==> src/rtl/pattern_generator.sv <==
// AXI-Stream test-pattern source: emits batches of fixed-length packets with
// selectable payload (packet number, number/beat, LFSR, walking one) and idle gaps.
module pattern_generator #(
    parameter int unsigned DATA_WIDTH = 512,
    parameter int unsigned LEN_WIDTH  = 16,
    parameter int unsigned GAP_WIDTH  = 8
) (
    input  logic                      clk,
    input  logic                      resetn,
    input  logic [63:0]               packet_count,
    input  logic [LEN_WIDTH-1:0]      packet_length,
    input  logic [GAP_WIDTH-1:0]      gap_cycles,
    input  logic [1:0]                mode,
    input  logic [31:0]               seed,
    input  logic                      start,
    input  logic                      abort,
    output logic                      busy,
    output logic [63:0]               packets_sent,
    output logic [DATA_WIDTH-1:0]     AXIS_TX_TDATA,
    output logic [DATA_WIDTH/8-1:0]   AXIS_TX_TKEEP,
    output logic                      AXIS_TX_TVALID,
    output logic                      AXIS_TX_TLAST,
    input  logic                      AXIS_TX_TREADY
);

    localparam int unsigned LANES     = DATA_WIDTH / 64;
    localparam int unsigned GB_W      = $clog2(DATA_WIDTH);
    localparam logic [31:0] LFSR_TAPS = 32'h8020_0003;

    typedef enum logic [1:0] {S_IDLE, S_SEND, S_GAP} state_t;

    state_t                 r_state;
    logic                   r_valid;
    logic                   r_pend_start;
    logic                   r_pend_abort;
    logic [63:0]            r_packet_num;
    logic [63:0]            r_packets_sent;
    logic [63:0]            r_remaining;
    logic [LEN_WIDTH-1:0]   r_len;
    logic [LEN_WIDTH-1:0]   r_beat;
    logic [GAP_WIDTH-1:0]   r_gap;
    logic [GAP_WIDTH-1:0]   r_gap_cnt;
    logic [1:0]             r_mode;
    logic [31:0]            r_lfsr;
    logic [GB_W-1:0]        r_gbeat;

    logic                   w_accept;
    logic                   w_last;
    logic [DATA_WIDTH-1:0]  w_tdata;

    function automatic logic [31:0] lfsr_step(input logic [31:0] v);
        return v[0] ? ((v >> 1) ^ LFSR_TAPS) : (v >> 1);
    endfunction

    assign w_accept = r_valid & AXIS_TX_TREADY;
    assign w_last   = (r_beat == r_len - LEN_WIDTH'(1));

    always_ff @(posedge clk) begin
        if (!resetn) begin
            r_state        <= S_IDLE;
            r_valid        <= 1'b0;
            r_pend_start   <= 1'b0;
            r_pend_abort   <= 1'b0;
            r_packet_num   <= '0;
            r_packets_sent <= '0;
            r_remaining    <= '0;
            r_len          <= LEN_WIDTH'(4);
            r_beat         <= '0;
            r_gap          <= '0;
            r_gap_cnt      <= '0;
            r_mode         <= '0;
            r_lfsr         <= 32'd1;
            r_gbeat        <= '0;
        end else begin
            unique case (r_state)
                S_IDLE: begin
                    if (r_pend_start) begin
                        r_len          <= (packet_length == '0) ? LEN_WIDTH'(4) : packet_length;
                        r_gap          <= gap_cycles;
                        r_mode         <= mode;
                        r_lfsr         <= (seed == 32'd0) ? 32'd1 : seed;
                        r_remaining    <= packet_count;
                        r_packet_num   <= '0;
                        r_packets_sent <= '0;
                        r_beat         <= '0;
                        r_gbeat        <= '0;
                        r_pend_start   <= 1'b0;
                        r_pend_abort   <= 1'b0;
                        if (packet_count != 64'd0) begin
                            r_state <= S_SEND;
                            r_valid <= 1'b1;
                        end
                    end
                end
                S_SEND: begin
                    if (w_accept) begin
                        r_lfsr  <= lfsr_step(r_lfsr);
                        r_gbeat <= (r_gbeat == GB_W'(DATA_WIDTH - 1)) ? '0 : r_gbeat + GB_W'(1);
                        if (w_last) begin
                            r_beat         <= '0;
                            r_packet_num   <= r_packet_num + 64'd1;
                            r_packets_sent <= r_packets_sent + 64'd1;
                            r_remaining    <= r_remaining - 64'd1;
                            // Batch ends here on last packet or any pending request
                            if (r_remaining == 64'd1 || r_pend_abort || r_pend_start) begin
                                r_valid      <= 1'b0;
                                r_state      <= S_IDLE;
                                r_pend_abort <= 1'b0;
                            end else if (r_gap != '0) begin
                                r_valid   <= 1'b0;
                                r_state   <= S_GAP;
                                r_gap_cnt <= r_gap;
                            end
                        end else begin
                            r_beat <= r_beat + LEN_WIDTH'(1);
                        end
                    end
                end
                S_GAP: begin
                    if (r_pend_abort || r_pend_start) begin
                        r_state      <= S_IDLE;
                        r_pend_abort <= 1'b0;
                    end else if (r_gap_cnt == GAP_WIDTH'(1)) begin
                        r_valid <= 1'b1;
                        r_state <= S_SEND;
                    end else begin
                        r_gap_cnt <= r_gap_cnt - GAP_WIDTH'(1);
                    end
                end
                default: begin
                    r_state <= S_IDLE;
                    r_valid <= 1'b0;
                end
            endcase

            // Fresh pulses take precedence over the launch/boundary clears above
            if (abort) begin
                r_pend_abort <= 1'b1;
                r_pend_start <= 1'b0;
            end else if (start) begin
                r_pend_start <= 1'b1;
            end
        end
    end

    // Payload is a pure function of registered state, so it holds during stalls
    always_comb begin
        w_tdata = '0;
        for (int i = 0; i < int'(LANES); i++) begin
            case (r_mode)
                2'd0:    w_tdata[i*64 +: 64] = r_packet_num;
                2'd1:    w_tdata[i*64 +: 64] = {r_packet_num[31:0], 32'(r_beat)};
                2'd2:    w_tdata[i*64 +: 64] = {r_lfsr, ~r_lfsr};
                default: w_tdata[i*64 +: 64] = 64'd0;
            endcase
        end
        if (r_mode == 2'd3) begin
            w_tdata[r_gbeat] = 1'b1;
        end
    end

    assign busy           = (r_state != S_IDLE) | r_pend_start;
    assign packets_sent   = r_packets_sent;
    assign AXIS_TX_TDATA  = w_tdata;
    assign AXIS_TX_TKEEP  = '1;
    assign AXIS_TX_TVALID = r_valid;
    assign AXIS_TX_TLAST  = r_valid & w_last;

endmodule
==> config.mk <==
export PLATFORM = sky130hd
export DESIGN_NAME = pattern_generator
export DESIGN_NICKNAME = d
export VERILOG_FILES = /design/src/rtl/pattern_generator.sv
export SDC_FILE = /design/constraint.sdc
export NUM_CORES = 1
export LEC_CHECK = 0
export CAP_MARGIN = 10
export CORE_AREA = 2 2 297 299
export CTS_CLUSTER_DIAMETER = 100
export DETAILED_ROUTE_END_ITERATION = 12
export DIE_AREA = 0 0 299 301
export REMOVE_ABC_BUFFERS = 1
export SKIP_CTS_REPAIR_TIMING = 1
export SLEW_MARGIN = 20
export SYNTH_ARGS = -nofsm -noshare
export SYNTH_HDL_FRONTEND = slang
export SYNTH_SLANG_ARGS = --single-unit
==> constraint.sdc <==
create_clock -name clk -period 9.2 [get_ports clk]
set_input_delay 1.84 -clock clk [delete_from_list [all_inputs] [get_ports clk]]
set_output_delay 1.84 -clock clk [all_outputs]
set_load 0.05 [all_outputs]
==> results.py <==
metrics = {
    "synth": {
        "mean_instance_size_in_the_synthesized_netlist_um2": 6.91,
        "synth_seq_area_share_pct": 28.4,
        "synth_enable_flop_cells": 0,
        "synth_seq_cells": 288,
        "number_of_warnings_reported_in_the_yosys_synthesis_log": 0,
        "yosysUniqueCellTypes": 77,
        "ys.flop_type": "sky130_fd_sc_hd__dfxtp_1",
        "async_flop_share_pct": 0,
        "post_synthesis_instance_total": 2937,
        "netlist_area_um2": 20300,
    },
    "worst_setup_path": {
        "arrival_ns": 4.60,
        "timing_worst_setup_path_type": "flop to primary output",
        "worstPathMaxFanout": 83,
        "cp-start-kind": "flop",
        "critPathCaptureType": "primary output",
        "cp_data_required_time_ns": 7.36,
    },
    "detailed_routing": {
        "drc": 0,
        "drt_wl_total_mm": 110,
        "initialDrtViolationCount": 2746,
        "postRouteAntennaNets": 0,
        "detail_route.wl_per_cell_um": 23.7,
        "detail_route.vias_per_cell": 5.41,
        "detail_route.first_pass.iterations": 6,
        "dr_total_vias": 25200,
    },
    "die": {
        "top_level_ports": 770,
        "rows": 108,
        "die_area_um2": 90000,
        "start_util_pct": 23.5,
        "die_width_um": 299,
        "floorplan.die.height_um": 301,
        "core_area_um2": 86500,
    },
    "timing": {
        "maxSlewHeadroom_pct": 23.0,
        "worst_slack_ns": 2.76,
        "finalMaxSlewViolations": 0,
        "period_needed_ns": 6.44,
        "grt_setup_unrepaired": "false",
        "hold_viol": 0,
        "achievable-frequency_ghz": 0.155,
        "worstMarginPinSlew_ns": 1.15,
        "timing.setup.tns_ns": 0,
        "setup-violations-final": 0,
        "clock_skew_ns": 0.0234,
        "timing.final.crit_share_pct": 70.0,
        "fin_worst_hold_slack_ns": 0.462,
    },
    "cells_and_area": {
        "finish.utilization_pct": 33.9,
        "area_growth_pct": 44.4,
        "design_area_um2": 29300,
        "layout.area.seq_um2": 5770,
        "most_common_cell_after_layout_fill_and_taps_aside": "sky130_fd_sc_hd__clkdlybuf4s50_1",
        "top_library_cells_by_usage_in_the_layout_fill_and_taps_aside": "sky130_fd_sc_hd__clkdlybuf4s50_1, sky130_fd_sc_hd__o21ai_0, sky130_fd_sc_hd__nand2_1",
        "fillCellCount": 9250,
        "layout-drive-gt1-share_pct": 5.13,
        "multi_input_area_um2": 13300,
        "final_nets": 3624,
    },
    "grt": {
        "maximum_number_of_pins_on_one_net_before_global_route_repair": 89,
        "initial_antenna_violation_count": 15,
        "via_count_of_the_first_global_routing_pass": 22800,
        "grt_pass1_wl_mm": 158,
        "grt_overflow_total": 0,
        "grt_use_total_pct": 23.1,
    },
    "power": {
        "max-vdd-ir-drop_v": 0.0000970,
        "power_density_nw_per_um2": 143,
        "leakage_nw": 9.30,
    },
    "placed_design": {
        "place.gp.congestion": 0.890,
        "port_buffer_count": 705,
        "dp_hpwl_mm": 81.0,
        "worst_slack_at_placement_ns": 3.34,
        "post_dp_cell_area_um2": 28100,
    },
    "clocking": {
        "htreeDepth": 2,
        "root_buffer": "sky130_fd_sc_hd__clkbuf_16",
        "clock_insertion_delay_worst_skew_ns": 0.55,
        "clock_pin_slew_on_the_worst_setup_and_hold_paths_ns": 0.06,
        "cts_buffers": 37,
        "tritoncts": "built",
        "cts-root-to-sink-buffers": 3,
        "cts.sinks": 288,
    },
    "outcome": {
        "status": "finished clean",
    },
    "run": {
        "drv_cap": 0,
    },
    "hold_path": {
        "min-delay-path-class": "flop to flop",
    },
}
==> flip-flops by register name, indices dropped and copies added (netlist names) <==
register,count
r_gbeat,9
r_gap,8
packets_sent,64
r_pend_abort,1
r_lfsr,32
r_beat,16
r_state,2
r_packet_num,64
r_remaining,64
r_mode,2
r_gap_cnt,8
r_len,16
r_pend_start,1
AXIS_TX_TVALID,1
==> routing by layer <==
metal  wire (um)  vias to the layer above  GRT usage, %
met5         114                        -             0
met4        3960                       18          7.98
met3        8670                      190          4.92
met2       53400                     1142          39.5
met1       44400                    12100          28.5
li1            -                    11800             -
==> stage by stage <==
stage	total power, mW	cells
5_1_grt	4.38	4664
3_3_place_gp	2.77	4600
6_report	4.20	4665
3_5_place_dp	2.77	4600
4_1_cts	4.23	4664
2_1_floorplan	2.28	2683
==> worst max-delay path: stages (launching register included) <==
cell,delay [ns]
sky130_fd_sc_hd__dfxtp_4,0.34
sky130_fd_sc_hd__buf_4,0.78
sky130_fd_sc_hd__nand3_2,1.07
sky130_fd_sc_hd__o21ai_0,0.86
sky130_fd_sc_hd__clkdlybuf4s50_1,0.96
==> cell families (layout without fill, tap and decap cells) <==
family / after synthesis / in the layout / share of synthesized area [%]
AND/OR/NAND/NOR: 991 / 991 / 24.3
AO/OA/AOI/OAI: 1178 / 1178 / 33.4
flip-flops: 288 / 288 / 28.4
multiplexers: 54 / 54 / 2.77
adder cells (fa/ha/maj): 13 / 13 / 0.802
buffers and inverters: 356 / 865 / 7.92
XOR/XNOR: 56 / 56 / 2.42
other: 1 / 65 / 0.0185
==> report_power, final <==
group | switching (mW) | leakage (nW) | internal, mW | total (mW)
combinational | 0.974 | 6.38 | 0.419 | 1.39
sequential | 0.0616 | 2.33 | 1.30 | 1.36
clock | 0.601 | 0.587 | 0.851 | 1.45
==> final timing paths <==
check	from	endpoint	slack (ns)	depth (start not counted)
min reg2reg	r_remaining[19]$_SDFFE_PN0P_	r_remaining[19]$_SDFFE_PN0P_	0.46	2
max reg2reg	r_packet_num[11]$_SDFFE_PN0P_	r_packet_num[62]$_SDFFE_PN0P_	4.86	8
min	r_remaining[19]$_SDFFE_PN0P_	r_remaining[19]$_SDFFE_PN0P_	0.46	2
max	r_mode[0]$_SDFFE_PN0P_	AXIS_TX_TDATA[431]	2.76	4
==> layout make-up <==
class                           count  share of cell area, %
Inverter                           39                  0.508
Multi-Input combinational cell   2356                   45.3
Antenna cell                        1                0.00854
Timing Repair Buffer              762                   25.5
Sequential cell                   288                   19.7
Tap cell                         1155                   4.93
Clock buffer                       53                   3.71
Clock inverter                     11                  0.346
==> synthesized netlist by cell type, types with 27 or more instances <==
cell	count	share of area (%)
sky130_fd_sc_hd__a221oi_1	28	1.2
sky130_fd_sc_hd__nor3_1	72	1.8
sky130_fd_sc_hd__and3_1	27	0.83
sky130_fd_sc_hd__o21ai_0	692	17
sky130_fd_sc_hd__o31ai_1	42	1.6
sky130_fd_sc_hd__mux2i_1	37	1.8
sky130_fd_sc_hd__or4_1	40	1.5
sky130_fd_sc_hd__inv_1	39	0.72
sky130_fd_sc_hd__a21oi_1	214	5.3
sky130_fd_sc_hd__clkbuf_1	225	4.2
sky130_fd_sc_hd__nand2_1	311	5.8
sky130_fd_sc_hd__nand4_1	37	1.1
sky130_fd_sc_hd__nand3_1	74	1.8
sky130_fd_sc_hd__dfxtp_1	288	28
sky130_fd_sc_hd__a31oi_1	30	0.92
sky130_fd_sc_hd__buf_4	67	2.5
sky130_fd_sc_hd__xor2_1	27	1.2
sky130_fd_sc_hd__o211ai_1	32	1.2
sky130_fd_sc_hd__or3_1	102	3.1
sky130_fd_sc_hd__nor4_1	50	1.5
sky130_fd_sc_hd__nor2_1	187	3.5
sky130_fd_sc_hd__xnor2_1	29	1.3
(Power assumes the default switching activity.)
==> patch 1 (config.mk and constraints unchanged) <==
The parameter `DATA_WIDTH` goes from 512 to 128.
--- a/src/rtl/pattern_generator.sv
+++ b/src/rtl/pattern_generator.sv
@@ -1,7 +1,7 @@
 // AXI-Stream test-pattern source: emits batches of fixed-length packets with
 // selectable payload (packet number, number/beat, LFSR, walking one) and idle gaps.
 module pattern_generator #(
-    parameter int unsigned DATA_WIDTH = 512,
+    parameter int unsigned DATA_WIDTH = 128,
     parameter int unsigned LEN_WIDTH  = 16,
     parameter int unsigned GAP_WIDTH  = 8
 ) (
Interface: changed (resized AXIS_TX_TDATA and AXIS_TX_TKEEP); port bits go from 770 to 338. The function was not compared with the original's and may differ.
==> patch 1 against the original RTL <==
Wire length is 27% lower; total power decreased by 0.76%; critical endpoint is now AXIS_TX_TDATA[127]; non-clock buffer count down 416; combinational power fell by 5%; hold slack lost 0.0093 ns; worst setup slack got worse by 0.033 ns; sequential cell count decreased by 2; highest routed layer unchanged; design area decreased by 20%; via count fell by 18%; area after synthesis down 9.4%.
==> patch 1: results (changes against the original RTL) <==
status:
  run_status: "completed"  # unchanged
clocking:
  cts_bufs_inserted: 38  # was 37
  clk-insertion-delay-late_ns: 0.57  # was 0.55 ns
critical_path:
  rr_worst_depth: 10  # was 8
  max_stage_delay_ns: 0.95  # was 1.07 ns
  critical_path_arrival_ns: 4.64  # was 4.60 ns
  critPathMaxFanout: 80  # was 83
  reg2reg_setup_slack_ns: 4.59  # was 4.86 ns
  rr_endpoint: "r_packet_num[50]$_SDFFE_PN0P_"  # was r_packet_num[62]$_SDFFE_PN0P_
  start_of_the_worst_register_to_register_path: "r_len[0]$_SDFFE_PN0P_"  # was r_packet_num[11]$_SDFFE_PN0P_
  cpMaxStageDelayCell: "sky130_fd_sc_hd__clkdlybuf4s50_1"  # was sky130_fd_sc_hd__nand3_2
timing:
  whs_ns: 0.452  # was 0.462 ns
  max_slew_margin_pct: 22.1  # was 23.0%
  fin_ws_ns: 2.72  # was 2.76 ns
route:
  routed_via_density: 5.43  # was 5.41
  avgRoutedWirePerCell_um: 21.3  # was 23.7 µm
  num_vias: 20595  # was 25240
  dr.first_iter.drc_count: 2076  # was 2746
pwr:
  p_leak_nw: 7.17  # was 9.30 nW
  total_power_per_unit_cell_area_nw_per_um2: 178  # was 143 nW/µm²
  ir_drop_mv: 0.123  # was 0.0970 mV
yosys:
  yosysUniqueCellTypes: 78  # was 77
  seq_area_frac_synth_pct: 31.1  # was 28.4%
  synthAdderAreaFrac_pct: 0.612  # was 0.802%
  synthMuxAreaShare_pct: 3.40  # was 2.77%
  synth_commonest_cells: "sky130_fd_sc_hd__dfxtp_1 (286), sky130_fd_sc_hd__nand2_1 (281), sky130_fd_sc_hd__a21oi_1 (213)"  # was sky130_fd_sc_hd__o21ai_0 (692), sky130_fd_sc_hd__nand2_1 (311), sky130_fd_sc_hd__dfxtp_1 (288)
  synth_compound_gate_area_share_pct: 28.9  # was 33.4%
  synthesis.area_per_instance_um2: 7.48  # was 6.91 µm²
  post_synth_main_area_contributors: "sky130_fd_sc_hd__dfxtp_1 (31%), sky130_fd_sc_hd__a21oi_1 (5.8%), sky130_fd_sc_hd__nand2_1 (5.7%)"  # was sky130_fd_sc_hd__dfxtp_1 (28%), sky130_fd_sc_hd__o21ai_0 (17%), sky130_fd_sc_hd__nand2_1 (5.8%)
place:
  post_dp_cell_area_um2: 22300  # was 28100 µm²
  dpl.cell_count: 3720  # was 4600
  detailed_place_hpwl_um: 57400  # was 81000 µm
  routability_driven_placement_congestion_ratio: 0.873  # was 0.890
  dpl_worst_slack_ns: 3.36  # was 3.34 ns
min_path:
  terminating_pin_of_the_worst_hold_path: "r_remaining[37]$_SDFFE_PN0P_"  # was r_remaining[19]$_SDFFE_PN0P_
  worstHoldStart: "r_remaining[37]$_SDFFE_PN0P_"  # was r_remaining[19]$_SDFFE_PN0P_
global_routing:
  grt_first_pass_wirelength_um: 119000  # was 158000 µm
  global_route_usage_over_all_layers_pct: 17.0  # was 23.1%
  grt_pass1_vias: 18342  # was 22755
  number_of_antenna_violations_at_the_first_check_in_global_routing: 16  # was 15
finish:
  drive_gt1_share_pct: 6.04  # was 5.13%
patch 1: cell types whose count changed after synthesis, sizes merged, moves of 23 or more:
cell,unedited run,this run
a221oi,28,2
or3,102,24
a22o,1,32
o211ai,34,11
o221a,1,28
buf,91,48
or4,41,130
o21ai,695,185
nand2,311,281
o22ai,4,35
a22oi,4,32
nor2,187,145
o31ai,42,131
patch 1: metal layers:
metal	global-route usage (%)	part of all wire, %
met5	0	0.20
met3	4.30	10
met1	23.3	43
met4	4.93	2.6
met2	26.4	44
patch 1: layout make-up:
type                       count  area [µm²]
antenna                        5        12.5
clock buffer                  60        1100
clock inverter                 6        81.3
fill                        9378       63000
inverter                      18        68.8
multi-input combinational   1915       11600
sequential                   286        5730
tap                         1155        1450
timing repair buffer         346        3400
patch 1: how the worst max path moves through the flow:
| stage | startpoint | to | cells past startpoint |
|---|---|---|---|
| floorplan | r_state[1]$_SDFFE_PN0P_ | r_beat[10]$_SDFFE_PN0P_ | 5 |
| finish | r_mode[0]$_SDFFE_PN0P_ | AXIS_TX_TDATA[127] | 6 |
| global route | r_mode[0]$_SDFFE_PN0P_ | AXIS_TX_TDATA[102] | 6 |
| CTS | r_mode[0]$_SDFFE_PN0P_ | AXIS_TX_TDATA[102] | 6 |
| global placement | r_mode[0]$_SDFFE_PN0P_ | AXIS_TX_TDATA[127] | 6 |
| detailed placement | r_mode[0]$_SDFFE_PN0P_ | AXIS_TX_TDATA[102] | 6 |
patch 1: worst min-delay path, delay by kind of cell (launching register included):
family | cells | cell delay, ns
DFF | 1 | 0.30
and+or+nand+nor | 1 | 0.05
AOI/OAI and AO/OA | 1 | 0.05
==> patch 2 (config.mk and constraints unchanged) <==
Without the edit above. The 3 states of `state_t` get a one-hot encoding in 3 bits.
--- a/src/rtl/pattern_generator.sv
+++ b/src/rtl/pattern_generator.sv
@@ -27,7 +27,7 @@
     localparam int unsigned GB_W      = $clog2(DATA_WIDTH);
     localparam logic [31:0] LFSR_TAPS = 32'h8020_0003;
 
-    typedef enum logic [1:0] {S_IDLE, S_SEND, S_GAP} state_t;
+    typedef enum logic [2:0] {S_IDLE = 3'b001, S_SEND = 3'b010, S_GAP = 3'b100} state_t;
 
     state_t                 r_state;
     logic                   r_valid;
Check against the original RTL: same outputs for any inputs over 4 cycles, from zero or initial values and one cycle with resetn low; so few cycles prove little.
==> patch 2 against the original RTL <==
Core utilization increased by 0.13 points; wire length down 2.0%; sequential share of layout area barely moved; total power rose by 10%; sequential power increased by 4%; design area increased by 0.38%; clock power up 6%; area after synthesis decreased by 0.28%; register-to-register slack worse by 0.24 ns; non-clock buffer count rose by 2; hold slack improved by 0.010 ns; worst setup slack gained 0.31 ns; sequential cell count up 1; highest routed layer unchanged.
==> patch 2: results (changes against the original RTL) <==
status:
  run_status: "completed"  # unchanged
place:
  dpl.cell_count: 4593  # was 4600
  post_dp_cell_area_um2: 28100  # about the same
yosys:
  synth_commonest_cells: "sky130_fd_sc_hd__o21ai_0 (662), sky130_fd_sc_hd__nand2_1 (337), sky130_fd_sc_hd__dfxtp_1 (289)"  # was sky130_fd_sc_hd__o21ai_0 (692), sky130_fd_sc_hd__nand2_1 (311), sky130_fd_sc_hd__dfxtp_1 (288)
  synthesis.area_per_instance_um2: 6.93  # was 6.91 µm²
  yosysUniqueCellTypes: 79  # was 77
  synthMuxAreaShare_pct: 2.76  # was 2.77%
  synthAdderAreaFrac_pct: 0.804  # was 0.802%
  synth_xor_xnor_area_share_pct: 2.90  # was 2.42%
  post_synth_main_area_contributors: "sky130_fd_sc_hd__dfxtp_1 (29%), sky130_fd_sc_hd__o21ai_0 (16%), sky130_fd_sc_hd__nand2_1 (6.3%)"  # was sky130_fd_sc_hd__dfxtp_1 (28%), sky130_fd_sc_hd__o21ai_0 (17%), sky130_fd_sc_hd__nand2_1 (5.8%)
route:
  dr.first_iter.drc_count: 2580  # was 2746
  drt-pass1-iter-count: 5  # was 6
  num_vias: 25086  # was 25240
  postRouteWirelength_um: 108000  # was 110000 µm
clocking:
  cts_bufs_inserted: 36  # was 37
critical_path:
  critical_path_arrival_ns: 4.30  # was 4.60 ns
  critPathMaxFanout: 52  # was 83
  max_stage_delay_ns: 0.86  # was 1.07 ns
  cpMaxStageDelayCell: "sky130_fd_sc_hd__clkdlybuf4s50_1"  # was sky130_fd_sc_hd__nand3_2
global_routing:
  grt_pass1_vias: 22726  # was 22755
  global_route_usage_over_all_layers_pct: 22.5  # was 23.1%
  number_of_antenna_violations_at_the_first_check_in_global_routing: 7  # was 15
  grt_first_pass_wirelength_um: 156000  # was 158000 µm
finish:
  nets: 3616  # was 3624
  drive_gt1_share_pct: 5.05  # was 5.13%
pwr:
  ir_drop_mv: 0.0993  # was 0.0970 mV
  sw_frac_of_total_pct: 40.3  # was 38.9%
  power.total_mw: 4.62  # was 4.20 mW
timing:
  max_slew_margin_pct: 20.0  # was 23.0%
  clock-skew-final_ns: 0.0196  # was 0.0234 ns
## patch 2: layout make-up
cell class,instances,area [µm²]
multi-input combinational,2344,13200
tap,1155,1450
clock inverter,14,214
inverter,41,155
sequential,289,5790
fill,9218,57100
timing repair buffer,764,7510
clock buffer,51,1050
antenna,3,7.51
## patch 2: worst paths after layout
path / end / from / slack [ns] / depth (start not counted)
setup / recovery: AXIS_TX_TDATA[39] / r_mode[0]$_SDFFE_PN0P_ / 3.06 / 7
hold / removal: r_gap[1]$_SDFFE_PN0P_ / r_gap[1]$_SDFFE_PN0P_ / 0.47 / 2
setup reg to reg: r_remaining[54]$_SDFFE_PN0P_ / r_len[0]$_SDFFE_PN0P_ / 4.62 / 11
hold reg to reg: r_gap[1]$_SDFFE_PN0P_ / r_gap[1]$_SDFFE_PN0P_ / 0.47 / 2
## patch 2: layer usage
metal	track usage, %	part of all wire (%)	up-vias
met3	3.99	6.3	169
met5	0	0.056	-
met4	7.46	3.0	10
met2	40.6	50	1064
li1	-	-	11791
met1	26.9	40	12052
